--- config.mk ---
export PLATFORM = sky130hd
export DESIGN_NAME = alu_cmd_driver
export DESIGN_NICKNAME = d
export VERILOG_FILES = /design/src/rtl/alu_cmd_driver.sv
export SDC_FILE = /design/constraint.sdc
export NUM_CORES = 1
export LEC_CHECK = 0
export ABC_AREA = 1
export CAP_MARGIN = 10
export CORE_AREA = 2 2 84 62
export CTS_BUF_LIST = sky130_fd_sc_hd__clkbuf_16
export CTS_CLUSTER_DIAMETER = 200
export CTS_CLUSTER_SIZE = 28
export DETAILED_ROUTE_END_ITERATION = 8
export DIE_AREA = 0 0 86 64
export PLACE_DENSITY = 0.78
export SLEW_MARGIN = 30
export SYNTH_ARGS = -nofsm -noshare
export SYNTH_HDL_FRONTEND = slang
export SYNTH_SLANG_ARGS = --single-unit
export TNS_END_PERCENT = 30
--- constraint.sdc ---
create_clock -name clk -period 2.2 [get_ports clk]
set_clock_uncertainty 0.1 [all_clocks]
set_input_delay 0.66 -clock clk [delete_from_list [all_inputs] [get_ports clk]]
set_output_delay 0.66 -clock clk [all_outputs]
set_load 0.05 [all_outputs]
--- src/rtl/alu_cmd_driver.sv ---
// ---------------------------------------------------------------------------
// alu_cmd_driver
//
// Command-side master for a registered ALU. A command is accepted over a
// valid/ready handshake and its operands and select are registered onto the
// ALU inputs. The driver waits out the ALU latency and captures the result.
// The result is returned over a valid/ready response handshake.
// When chaining, the previous captured result replaces operand A.
// A wrapping counter tracks completed responses.
//
// Parameters
//   WIDTH    operand / result width
//   LATENCY  ALU clock edges from stable operands to valid result
//   CNT_W    width of the completed-operation counter
//
// Ports
//   clk, rst_n                     clock, async active-low reset
//   cmd_valid/cmd_ready            command handshake
//   cmd_a, cmd_b, cmd_sel          command operands and select
//                                  (00 add, 01 A-B, 10 B-A, 11 mul)
//   cmd_chain                      use last captured result as operand A
//   alu_a, alu_b, alu_sel          registered ALU inputs
//   alu_result                     registered ALU output
//   rsp_valid/rsp_ready            response handshake
//   rsp_data, rsp_sel              captured result and its select
//   op_count                       completed responses (wraps)
// ---------------------------------------------------------------------------
module alu_cmd_driver #(
   parameter int WIDTH   = 8,
   parameter int LATENCY = 1,
   parameter int CNT_W   = 16
) (
   input  logic             clk,
   input  logic             rst_n,
   input  logic             cmd_valid,
   output logic             cmd_ready,
   input  logic [WIDTH-1:0] cmd_a,
   input  logic [WIDTH-1:0] cmd_b,
   input  logic [1:0]       cmd_sel,
   input  logic             cmd_chain,
   output logic [WIDTH-1:0] alu_a,
   output logic [WIDTH-1:0] alu_b,
   output logic [1:0]       alu_sel,
   input  logic [WIDTH-1:0] alu_result,
   output logic             rsp_valid,
   input  logic             rsp_ready,
   output logic [WIDTH-1:0] rsp_data,
   output logic [1:0]       rsp_sel,
   output logic [CNT_W-1:0] op_count
);

   // Wait counter must hold the value LATENCY; keep it at least one bit wide.
   localparam int LAT_W = (LATENCY < 1) ? 1 : $clog2(LATENCY + 1);

   typedef enum logic [1:0] {
      ST_IDLE = 2'd0,
      ST_WAIT = 2'd1,
      ST_RESP = 2'd2
   } state_t;

   state_t             state_q, state_d;
   logic [LAT_W-1:0]   cnt_q, cnt_d;
   logic [WIDTH-1:0]   alu_a_q, alu_a_d;
   logic [WIDTH-1:0]   alu_b_q, alu_b_d;
   logic [1:0]         alu_sel_q, alu_sel_d;
   logic [WIDTH-1:0]   rsp_data_q, rsp_data_d;
   logic [1:0]         rsp_sel_q, rsp_sel_d;
   logic [WIDTH-1:0]   last_q, last_d;
   logic [CNT_W-1:0]   op_count_q, op_count_d;
   logic               cmd_ready_q, cmd_ready_d;
   logic               rsp_valid_q, rsp_valid_d;

   logic               cmd_fire_s;
   logic               rsp_fire_s;
   logic               cnt_zero_s;

   // cmd_ready_q is high exactly in IDLE and rsp_valid_q exactly in RESP,
   // so these handshakes already imply the correct state.
   assign cmd_fire_s = cmd_valid & cmd_ready_q;
   assign rsp_fire_s = rsp_valid_q & rsp_ready;
   assign cnt_zero_s = (cnt_q == {LAT_W{1'b0}});

   // State register.
   always_ff @(posedge clk or negedge rst_n) begin
      if (!rst_n) begin
         state_q <= ST_IDLE;
      end else begin
         state_q <= state_d;
      end
   end

   // Next-state logic.
   always_comb begin
      state_d = state_q;
      case (state_q)
         ST_IDLE: begin
            if (cmd_fire_s) begin
               state_d = ST_WAIT;
            end else begin
               state_d = ST_IDLE;
            end
         end
         ST_WAIT: begin
            if (cnt_zero_s) begin
               state_d = ST_RESP;
            end else begin
               state_d = ST_WAIT;
            end
         end
         ST_RESP: begin
            if (rsp_fire_s) begin
               state_d = ST_IDLE;
            end else begin
               state_d = ST_RESP;
            end
         end
         default: begin
            state_d = ST_IDLE;
         end
      endcase
   end

   // Output / datapath next values; everything holds unless a transition updates it.
   always_comb begin
      cnt_d      = cnt_q;
      alu_a_d    = alu_a_q;
      alu_b_d    = alu_b_q;
      alu_sel_d  = alu_sel_q;
      rsp_data_d = rsp_data_q;
      rsp_sel_d  = rsp_sel_q;
      last_d     = last_q;
      op_count_d = op_count_q;
      case (state_q)
         ST_IDLE: begin
            if (cmd_fire_s) begin
               alu_a_d   = cmd_chain ? last_q : cmd_a;
               alu_b_d   = cmd_b;
               alu_sel_d = cmd_sel;
               cnt_d     = LAT_W'(LATENCY);
            end else begin
               cnt_d     = cnt_q;
            end
         end
         ST_WAIT: begin
            if (cnt_zero_s) begin
               rsp_data_d = alu_result;
               last_d     = alu_result;
               rsp_sel_d  = alu_sel_q;
            end else begin
               cnt_d      = cnt_q - {{(LAT_W-1){1'b0}}, 1'b1};
            end
         end
         ST_RESP: begin
            if (rsp_fire_s) begin
               op_count_d = op_count_q + {{(CNT_W-1){1'b0}}, 1'b1};
            end else begin
               op_count_d = op_count_q;
            end
         end
         default: begin
            cnt_d = {LAT_W{1'b0}};
         end
      endcase
      // Handshake flags are registered from the next state so they line up
      // with the state they describe.
      cmd_ready_d = (state_d == ST_IDLE);
      rsp_valid_d = (state_d == ST_RESP);
   end

   // Datapath and handshake output registers.
   always_ff @(posedge clk or negedge rst_n) begin
      if (!rst_n) begin
         cnt_q       <= {LAT_W{1'b0}};
         alu_a_q     <= {WIDTH{1'b0}};
         alu_b_q     <= {WIDTH{1'b0}};
         alu_sel_q   <= 2'b00;
         rsp_data_q  <= {WIDTH{1'b0}};
         rsp_sel_q   <= 2'b00;
         last_q      <= {WIDTH{1'b0}};
         op_count_q  <= {CNT_W{1'b0}};
         cmd_ready_q <= 1'b1;
         rsp_valid_q <= 1'b0;
      end else begin
         cnt_q       <= cnt_d;
         alu_a_q     <= alu_a_d;
         alu_b_q     <= alu_b_d;
         alu_sel_q   <= alu_sel_d;
         rsp_data_q  <= rsp_data_d;
         rsp_sel_q   <= rsp_sel_d;
         last_q      <= last_d;
         op_count_q  <= op_count_d;
         cmd_ready_q <= cmd_ready_d;
         rsp_valid_q <= rsp_valid_d;
      end
   end

   assign cmd_ready = cmd_ready_q;
   assign alu_a     = alu_a_q;
   assign alu_b     = alu_b_q;
   assign alu_sel   = alu_sel_q;
   assign rsp_valid = rsp_valid_q;
   assign rsp_data  = rsp_data_q;
   assign rsp_sel   = rsp_sel_q;
   assign op_count  = op_count_q;

endmodule

# == Word level (Yosys, flattened, before mapping) ==
# Cells that the tools add are included.
# word_totals
ff_bits,49
inputBits,31
# classes
n_addsub,2
n_eq_ne,4
muxes,8
bitwise_logic,4
n_reduce_logical,6
# ops
operator,count
16-bit by 1-bit adder with 16-bit output (second input constant),1
8-bit 2-to-1 mux,1
2-bit AND reduction,4
2-bit one-hot mux with 3 select lines,1
2-bit equality test (second input constant),2
2-bit zero test,2
2-bit 2-to-1 mux,2
1-bit 2-to-1 mux,3
1-bit one-hot mux with 3 select lines,1
1-bit AND,2
2-bit by 1-bit equality test with 1-bit output (second input constant),1
2-bit inequality test (second input constant),1
1-bit NOT,2
1-bit subtractor (second input constant),1

# == Longest topological paths before layout ==
# Gate-level depths: netlist of run 1.
# logic_depth
word_depth,4
mapped_depth,8
depth_no_buf,8

# == Worst setup path before layout of run 1 ==
# OpenSTA, ideal clock, no wires.
# synth_timing
path_type,register -> register
start,register rsp_valid_q (netlist: rsp_valid)
end,register op_count_q[9] (netlist: op_count[9])
setup_ns,0.118
arrival_time_ns,1.366
path_slack_ns,0.616
path_stages_with_launch,7
n_path_buf,0
synth_period_minus_slack_ns,1.584
path_cell_list,dfrtp_1 > nand2_1 > nor2_4 > nand2_4 > nor2_4 > xor2_1 > inv_1
# synth_between
elab_chain_len,2
# synth_lines
element,line_no,text
start: declaration,71,"logic rsp_valid_q, rsp_valid_d;"
start signal: assignment,193,rsp_valid_q <= rsp_valid_d;
1-bit AND,80,assign rsp_fire_s = rsp_valid_q & rsp_ready;
2-bit AND reduction (no source line),-,
end signal: assignment,180,op_count_q <= {CNT_W{1'b0}};
end signal: assignment,191,op_count_q <= op_count_d;
end: declaration,69,"logic [CNT_W-1:0] op_count_q, op_count_d;"
# No other way between the ends.
# A chain may end at the register's enable or synchronous reset.

# == Worst setup path after layout of run 1 ==
# layout_timing
start,input rsp_ready
end,register op_count_q[9] (netlist: op_count[9])
# layout_between
elab_chain_len,2
# layout_lines
element,line_no,text
start: declaration,46,"input logic rsp_ready,"
1-bit AND,80,
2-bit AND reduction (no source line),-,
# No other way between the ends.

==> impl_metrics.env, run 1 <==
export IMPL_yosysSeqAreaShare_pct=56.4
export IMPL_report_final_slew_viol_count=0
export IMPL_hp_class="input port to async pin"
export IMPL_worst_setup_path_start_kind="input port"
export IMPL_cpMostUsedCell="nor2_4"
export IMPL_cts_sinks=49
export IMPL_gp_congestion=0.814
export IMPL_fill_cells=393
export IMPL_setup_worst_path_class="input port to register"
export IMPL_num_antenna_cells=0
export IMPL_maxClockFrequency_mhz=567
export IMPL_hold_viol=0
export IMPL_drt_pass1_iterations=4
export IMPL_grt_overflow=0
export IMPL_critPathMaxFanout=6
export IMPL_total_leakage_power_nw=1.59
export IMPL_dpl_cell_area_mm2=0.00292
export IMPL_critPathTopFamily="simple AND/OR/NAND/NOR gates"
export IMPL_ys_warn_count=0
export IMPL_r2r_worst_path_cells=5
export IMPL_antenna_found_initial=0
export IMPL_postCtsSetupBuffers=0
export IMPL_crit_path_top_delay_cell="clkdlybuf4s50_1"
export IMPL_vias=1820
export IMPL_rsz0062_at_grt="false"
export IMPL_wire_per_inst_um=12.4
export IMPL_path_depth=7
export IMPL_cpPeakStageDelay_ps=450
export IMPL_die_h_um=64
export IMPL_layout_commonest_cell="nand2_1"
export IMPL_peakVddDrop_v=0.000774
export IMPL_outcome="finished, final reports clean"
export IMPL_synth_edf_count=0
export IMPL_htree_levels=2
export IMPL_path_clk_slew_ps=60
export IMPL_grt_total_usage_pct=18.7
export IMPL_cts_hold_buf=0
export IMPL_setup_tns_ps=0
export IMPL_ant_nets=0
export IMPL_cts_tree="built"
export IMPL_synth_nets=277
export IMPL_slew_headroom_pct=67.1
export IMPL_synth_distinct_cells=25
export IMPL_post_route_drc_count=0
export IMPL_fin_area_mm2=0.00308
export IMPL_drt_iter0_drc=73
export IMPL_crit_required_ps=2270
export IMPL_initial_core_util_pct=46.8
export IMPL_synth_async_sr_flop_share_pct=100
export IMPL_synthFlopType="dfrtp_1"
export IMPL_row_count=21
export IMPL_fin_crit_sh_pct=80.1
export IMPL_worstPathCellList="clkdlybuf4s50_1 -> nand2_1 -> nor2_4 -> nand2_4 -> nor2_4 -> xor2_1 -> inv_1"
export IMPL_ys_seq_elements=49
export IMPL_core_area_mm2=0.00465
export IMPL_synth_area_mm2=0.00218
export IMPL_avgViaCountPerCell=4.73
export IMPL_cap_violations=0
export IMPL_post_synth_inst_count=245
export IMPL_syn_area_per_cell_um2=8.88
export IMPL_final_cell_mix="nand2_1, buf_4, dfrtp_1"
export IMPL_critPathCaptureType="register"
export IMPL_dieArea_mm2=0.00550
export IMPL_finalSetupViolations=0
export IMPL_port_buffers=76
export IMPL_place_hpwl_mm=3.62
export IMPL_p_per_area_mw_per_mm2=1430
export IMPL_grt_max_degree=22
export IMPL_clk_latency_ps=280
export IMPL_clock_path_buffers=2
export IMPL_grt_pass1_vias=1726
export IMPL_cts_made_buffers=5
export IMPL_finalNetCount=359
export IMPL_io_pins=77
export IMPL_die_width_um=86
export IMPL_tightest_slew_ps=494
export IMPL_grt_pass1_wl_mm=8.07
export IMPL_critical_path_arrival_ps=1830
export IMPL_routed_wl_mm=4.79
export IMPL_cp_num_buf_inv=2
export IMPL_synthToLayoutAreaGrowth_pct=41.7
export IMPL_clockRootBuffer="clkbuf_16"
export IMPL_holdWs_ps=238
export IMPL_cts_resized=0
export IMPL_drive_above_1_share_pct=22.6
export IMPL_layout_min_cycle_time_ps=1760
==> synthesized netlist by cell type, types with 3 or more instances <==
cell,count,share of area (%)
nand2_1,75,13
nand4_1,7,2.0
xor2_1,4,1.6
dfrtp_1,48,55
nand3_1,8,1.8
inv_1,28,4.8
nor2_1,12,2.1
xnor2_1,3,1.2
a21oi_1,8,1.8
o21ai_0,23,5.3
buf_2,5,1.1
nor2_4,5,2.6
==> power by group <==
| part | leakage, nW | switching [W] | internal (W) |
|---|---|---|---|
| Clock | 0.0826 | 0.000304 | 0.000528 |
| Combinational | 0.908 | 0.00152 | 0.000643 |
| Sequential | 0.602 | 0.000198 | 0.00122 |
==> through the flow <==
stage | power [W] | instances | setup slack [ps] | util (%)
CTS | 0.00446 | 385 | 439 | 66.3
global route | 0.00466 | 385 | 304 | 66.3
floorplan | 0.00287 | 245 | 616 | -
global placement | 0.00357 | 377 | 171 | 62.8
detailed placement | 0.00360 | 377 | 135 | 62.8
finish | 0.00441 | 385 | 437 | 66.3
==> layer usage <==
layer | vias to the layer above | track usage, % | part of all wire (%) | wire length [um]
met1 | 823 | 27.6 | 50 | 2410
met2 | 50 | 27.0 | 42 | 2010
met4 | 0 | 5.36 | 0.79 | 38
li1 | 942 | - | - | -
met5 | - | 0 | 0 | 0
met3 | 5 | 5.04 | 6.7 | 322
==> worst reg2reg max path: stages, from the launching register on <==
cell     delay (ps)
dfrtp_1         400
inv_1           120
nand3_1         230
buf_4           280
nor2_1          110
a21oi_1          50
==> cell families after synthesis <==
| group | Yosys count | share of synthesized area, % |
|---|---|---|
| simple gates | 119 | 26.0 |
| flops | 49 | 56.4 |
| buf+inv | 36 | 6.50 |
| compound gates | 33 | 7.71 |
| xor+xnor | 7 | 2.82 |
| fa+ha+maj | 1 | 0.575 |
==> cell type report <==
| cell class | instances | area [um2] | share of cell area (%) |
|---|---|---|---|
| Clock buffer | 5 | 125 | 4.06 |
| Inverter | 30 | 113 | 3.65 |
| Sequential cell | 49 | 1230 | 39.8 |
| Timing Repair Buffer | 81 | 703 | 22.8 |
| Multi-Input combinational cell | 160 | 807 | 26.2 |
| Clock inverter | 3 | 37.5 | 1.22 |
| Tap cell | 57 | 71.3 | 2.31 |
==> registers in the layout (all words and copies together) (netlist names) <==
register / flops
cmd_ready: 1
alu_b: 8
state_q: 2
cnt_q: 1
last_q: 8
alu_sel: 2
rsp_valid: 1
op_count: 16
rsp_sel: 2
alu_a: 8
==> worst paths after layout <==
path | slack (ps) | start | endpoint
min reg2reg | 390 | alu_a[4] | alu_a[4]
min in group clk | 390 | alu_a[4] | alu_a[4]
min | 240 | rst_n | op_count[7]
max reg2reg | 790 | state_q[1] | last_q[6]
max in group asynchronous | 1160 | rst_n | alu_b[1]
max | 440 | rsp_ready | op_count[9]
Power figures use the tool's default switching activity.
==> run 2: changes to the inputs <==
Settings changed: CORE_AREA 2 2 84 62 to 2 2 92 67, DIE_AREA 0 0 86 64 to 0 0 94 69, PLACE_DENSITY 0.78 to 0.7.
Clock period 2.2 ns to 1.5 ns, I/O delays scaled along.
==> impl_metrics.env, run 2 (synthesis gave the netlist of run 1 again) <==
export IMPL_layout_commonest_cell="nand2_1"
export IMPL_path_clk_slew_ps=60
export IMPL_avgViaCountPerCell=4.58
export IMPL_place_inst=401
export IMPL_io_pins=77
export IMPL_antenna_found_initial=0
export IMPL_num_antenna_cells=0
export IMPL_regArea_mm2=0.00124
export IMPL_worst_setup_path_start_kind="register"
export IMPL_grt_pass1_wl_mm=8.89
export IMPL_report_final_slew_viol_count=0
export IMPL_slew_headroom_pct=76.8
export IMPL_critPathCaptureType="output pin"
export IMPL_largest_reg_flops=16
export IMPL_grt_pass1_vias=1856
export IMPL_r2r_setup_slack_ps=90
export IMPL_multi_input_area_um2=833
export IMPL_cpPeakStageDelay_ps=560
export IMPL_critPathMaxFanout=2
export IMPL_tightest_slew_ps=345
export IMPL_setup_ws_ps=-25.4
export IMPL_drt_pass1_iterations=4
export IMPL_layout_min_cycle_time_ps=1530
export IMPL_clk_latency_ps=280
export IMPL_drive_above_1_share_pct=28.6
export IMPL_grt_overflow=0
export IMPL_r2r_end="op_count[9]"
export IMPL_cts_tree="built"
export IMPL_reg2reg_from="state_q[0]"
export IMPL_vias=1884
export IMPL_die_h_um=69
export IMPL_critical_path_arrival_ps=980
export IMPL_routed_wl_mm=5.27
export IMPL_ant_nets=0
export IMPL_rsz0062_at_grt="true"
export IMPL_cts_sinks=49
export IMPL_fin_area_mm2=0.00376
export IMPL_r2r_worst_path_cells=7
export IMPL_place_hpwl_mm=4.15
export IMPL_row_count=23
export IMPL_initial_core_util_pct=38.8
export IMPL_dpl_cell_area_mm2=0.00358
export IMPL_clockRootBuffer="clkbuf_16"
export IMPL_dieArea_mm2=0.00649
export IMPL_outcome="finished, violations left"
export IMPL_gp_congestion=0.840
export IMPL_cp_num_buf_inv=1
export IMPL_die_width_um=94
export IMPL_fill_cells=450
export IMPL_layoutNonFillerInstCount=411
export IMPL_violations="negative setup slack"
export IMPL_core_area_mm2=0.00561
export IMPL_maxClockFrequency_mhz=656
export IMPL_grt_total_usage_pct=17.5
export IMPL_grt_max_degree=27
export IMPL_htree_levels=2
export IMPL_post_route_drc_count=0
export IMPL_cts_hold_buf=0
export IMPL_cap_violations=0
export IMPL_hp_class="input port to async pin"
export IMPL_finalSetupViolations=1
export IMPL_fin_crit_sh_pct=102
export IMPL_holdWs_ps=52.5
export IMPL_drt_iter0_drc=98
export IMPL_hold_viol=0
export IMPL_p_per_area_mw_per_mm2=2020
export IMPL_finalNetCount=367
export IMPL_crit_required_ps=950
export IMPL_wire_per_inst_um=12.8
export IMPL_peakVddDrop_v=0.00123
export IMPL_worstPathCellList="buf_12"
export IMPL_setup_worst_path_class="register to output pin"
export IMPL_total_leakage_power_nw=1.80
export IMPL_clock_path_buffers=2
export IMPL_synthToLayoutAreaGrowth_pct=73.0
export IMPL_cts_made_buffers=5
export IMPL_final_cell_mix="nand2_1, buf_12, dfrtp_1"
export IMPL_port_buffers=76
export IMPL_critPathTopFamily="flip-flops"
export IMPL_p_total_w=0.00759
export IMPL_crit_path_top_delay_cell="dfstp_2"
-- run 2: timing repair --
action,4_1_cts,5_1_grt
buffers inserted,1,1
resized for setup,2,9
cloned,0,0
endpoints found under the setup margin,8,17
hold endpoints to repair,0,0
pin swaps,2,2
-- run 2: per-layer routing --
layer | vias up | share of wire [%] | routed length (um) | GRT usage, %
li1 | 957 | - | - | -
met1 | 863 | 46 | 2440 | 24.2
met2 | 58 | 46 | 2410 | 26.0
met3 | 6 | 6.9 | 366 | 6.23
met4 | 0 | 1.2 | 63 | 5.15
met5 | - | 0 | 0 | 0
-- run 2: layout make-up --
cell class              instances  area share [%]
clock buffers                   5            3.32
clock inverters                 3           0.299
inverters                      30            3.13
multi-input cells             160            22.1
flip-flops and latches         49            33.0
well taps                      75            2.49
repair buffers                 89            35.6
-- run 2: worst max path at each step --
stage	start	end	slack, ps	cells after the start
global placement	rsp_ready	op_count[13]	-290	8
global route	cmd_ready	cmd_ready	-60	1
CTS	cmd_ready	cmd_ready	-30	1
floorplan	cmd_ready	alu_sel[0]	20	4
finish	cmd_ready	cmd_ready	-30	1
detailed placement	rsp_ready	op_count[9]	-320	7
-- run 2: per-stage QoR --
stage	worst slack, ps	utilization (%)	setup TNS (ps)
2_1_floorplan	23.0	-	0
3_3_place_gp	-289	63.8	-6520
3_5_place_dp	-324	63.8	-7060
4_1_cts	-32.1	66.4	-55.4
5_1_grt	-63.6	67.1	-63.6
6_report	-25.4	67.1	-25.4
-- run 2: power by group --
part | internal (W) | switching, W | leakage [nW] | total (W)
registers | 0.00180 | 0.000510 | 0.587 | 0.00231
logic | 0.00198 | 0.00226 | 1.14 | 0.00424
clock network | 0.000600 | 0.000428 | 0.0738 | 0.00103
==> run 3: changes to the inputs <==
--- a/constraint.sdc
+++ b/constraint.sdc
@@ -4,2 +4,2 @@
 set_output_delay 0.45 -clock clk [all_outputs]
-set_load 0.05 [all_outputs]
+set_load 0.02 [all_outputs]
==> impl_metrics.env, run 3 (synthesis gave the netlist of run 1 again) <==
export IMPL_dpl_cell_area_mm2=0.00321
export IMPL_r2r_end="op_count[12]"
export IMPL_fin_area_mm2=0.00330
export IMPL_drive_above_1_share_pct=29.0
export IMPL_critPathMaxFanout=2
export IMPL_core_area_mm2=0.00561
export IMPL_place_inst=415
export IMPL_port_buffers=76
export IMPL_hp_class="input port to async pin"
export IMPL_io_pins=77
export IMPL_peakVddDrop_v=0.000793
export IMPL_grt_overflow=0
export IMPL_r2r_worst_path_cells=8
export IMPL_cap_violations=0
export IMPL_htree_levels=2
export IMPL_synthToLayoutAreaGrowth_pct=51.6
export IMPL_row_count=23
export IMPL_holdWs_ps=50.4
export IMPL_cts_hold_buf=0
export IMPL_post_route_drc_count=0
export IMPL_rsz0062_at_grt="true"
export IMPL_avgViaCountPerCell=4.54
export IMPL_cp_num_buf_inv=1
export IMPL_cts_made_buffers=5
export IMPL_layout_commonest_cell="nand2_1"
export IMPL_r2r_setup_slack_ps=90
export IMPL_wire_per_inst_um=12.5
export IMPL_worstPathCellList="buf_6"
export IMPL_report_final_slew_viol_count=0
export IMPL_grt_max_degree=50
export IMPL_initial_core_util_pct=38.8
export IMPL_reg2reg_from="op_count[3]"
export IMPL_finalSetupViolations=0
export IMPL_final_cell_mix="nand2_1, dfrtp_1, inv_1, clkdlybuf4s50_1"
export IMPL_tightest_slew_ps=338
export IMPL_cpPeakStageDelay_ps=540
export IMPL_maxClockFrequency_mhz=674
export IMPL_crit_required_ps=950
export IMPL_clock_path_buffers=2
export IMPL_slew_headroom_pct=77.2
export IMPL_drt_iter0_drc=92
export IMPL_vias=1922
export IMPL_drt_pass1_iterations=4
export IMPL_total_leakage_power_nw=1.67
export IMPL_cts_sinks=49
export IMPL_die_h_um=69
export IMPL_cts_tree="built"
export IMPL_hold_viol=0
export IMPL_die_width_um=94
export IMPL_clk_latency_ps=280
export IMPL_critPathTopFamily="flip-flops"
export IMPL_critPathCaptureType="output pin"
export IMPL_gp_congestion=0.878
export IMPL_grt_pass1_wl_mm=9.11
export IMPL_critical_path_arrival_ps=930
export IMPL_fill_cells=517
export IMPL_num_antenna_cells=0
export IMPL_routed_wl_mm=5.29
export IMPL_outcome="finished, final reports clean"
export IMPL_fin_crit_sh_pct=98.9
export IMPL_finalNetCount=380
export IMPL_worst_setup_path_start_kind="register"
export IMPL_p_per_area_mw_per_mm2=1610
export IMPL_grt_pass1_vias=1927
export IMPL_layout_min_cycle_time_ps=1480
export IMPL_crit_path_top_delay_cell="dfstp_2"
export IMPL_ant_nets=0
export IMPL_clockRootBuffer="clkbuf_16"
export IMPL_setup_worst_path_class="register to output pin"
export IMPL_path_clk_slew_ps=60
export IMPL_place_hpwl_mm=3.91
export IMPL_antenna_found_initial=0
export IMPL_largest_reg_flops=16
export IMPL_grt_total_usage_pct=17.5
export IMPL_dieArea_mm2=0.00649
export IMPL_layoutNonFillerInstCount=423
-- run 3: changes by cell type in the layout (fill, tap and decap cells not counted), moves of 2 or more --
| cell | change |
|---|---|
| buf_4 | +12 |
| clkbuf_2 | +14 |
| buf_6 | +2 |
| dfrtp_1 | +11 |
| dfrtp_2 | -11 |
| buf_2 | +12 |
| buf_12 | -46 |
| clkdlybuf4s15_2 | +19 |
-- run 3: worst max path at each step --
stage          slack (ps)      endpoint         from  cells after the start
2_1_floorplan         140  op_count[12]  op_count[3]                      7
3_3_place_gp         -290  op_count[14]    rsp_ready                      8
3_5_place_dp         -350  op_count[13]    rsp_ready                      8
4_1_cts                -5      alu_a[2]     alu_a[2]                      1
5_1_grt               -20  op_count[12]  op_count[3]                      8
6_report               20     cmd_ready    cmd_ready                      1
-- run 3: repair_timing --
item | CTS | global route
buffers inserted | 0 | 1
gates cloned | 0 | 0
endpoints found under the setup margin | 52 | 36
resized for setup | 132 | 35
pin swaps | 1 | 5
-- run 3: area by class of cell --
type,count,area [um2],share of cell area [%]
Clock buffer,5,125,3.79
Clock inverter,2,7.51,0.228
Inverter,30,115,3.49
Multi-Input combinational cell,160,853,25.9
Sequential cell,49,1230,37.2
Tap cell,75,93.8,2.84
Timing Repair Buffer,102,877,26.6
-- run 3: per-layer routing --
layer	track usage, %	vias up	wire (um)
li1	-	984	-
met1	25.8	875	2650
met2	26.2	59	2280
met3	3.72	4	314
met4	4.35	0	46
met5	0	-	0
-- run 3: through the flow --
stage               utilization [%]  TNS, ps  setup WS [ps]  total power [W]
finish                         58.8        0           16.9          0.00532
global route                   58.8    -25.6          -15.1          0.00571
CTS                            60.3    -5.14          -5.14          0.00546
detailed placement             57.2    -8960           -350          0.00454
global placement               57.2    -7790           -289          0.00448
floorplan                         -        0            145          0.00327
-- run 3: power breakdown --
group	switching [W]	internal [W]	total (W)
Combinational	0.00133	0.000896	0.00223
Sequential	0.000265	0.00179	0.00206
Clock	0.000433	0.000596	0.00103
Total	0.00203	0.00329	0.00532
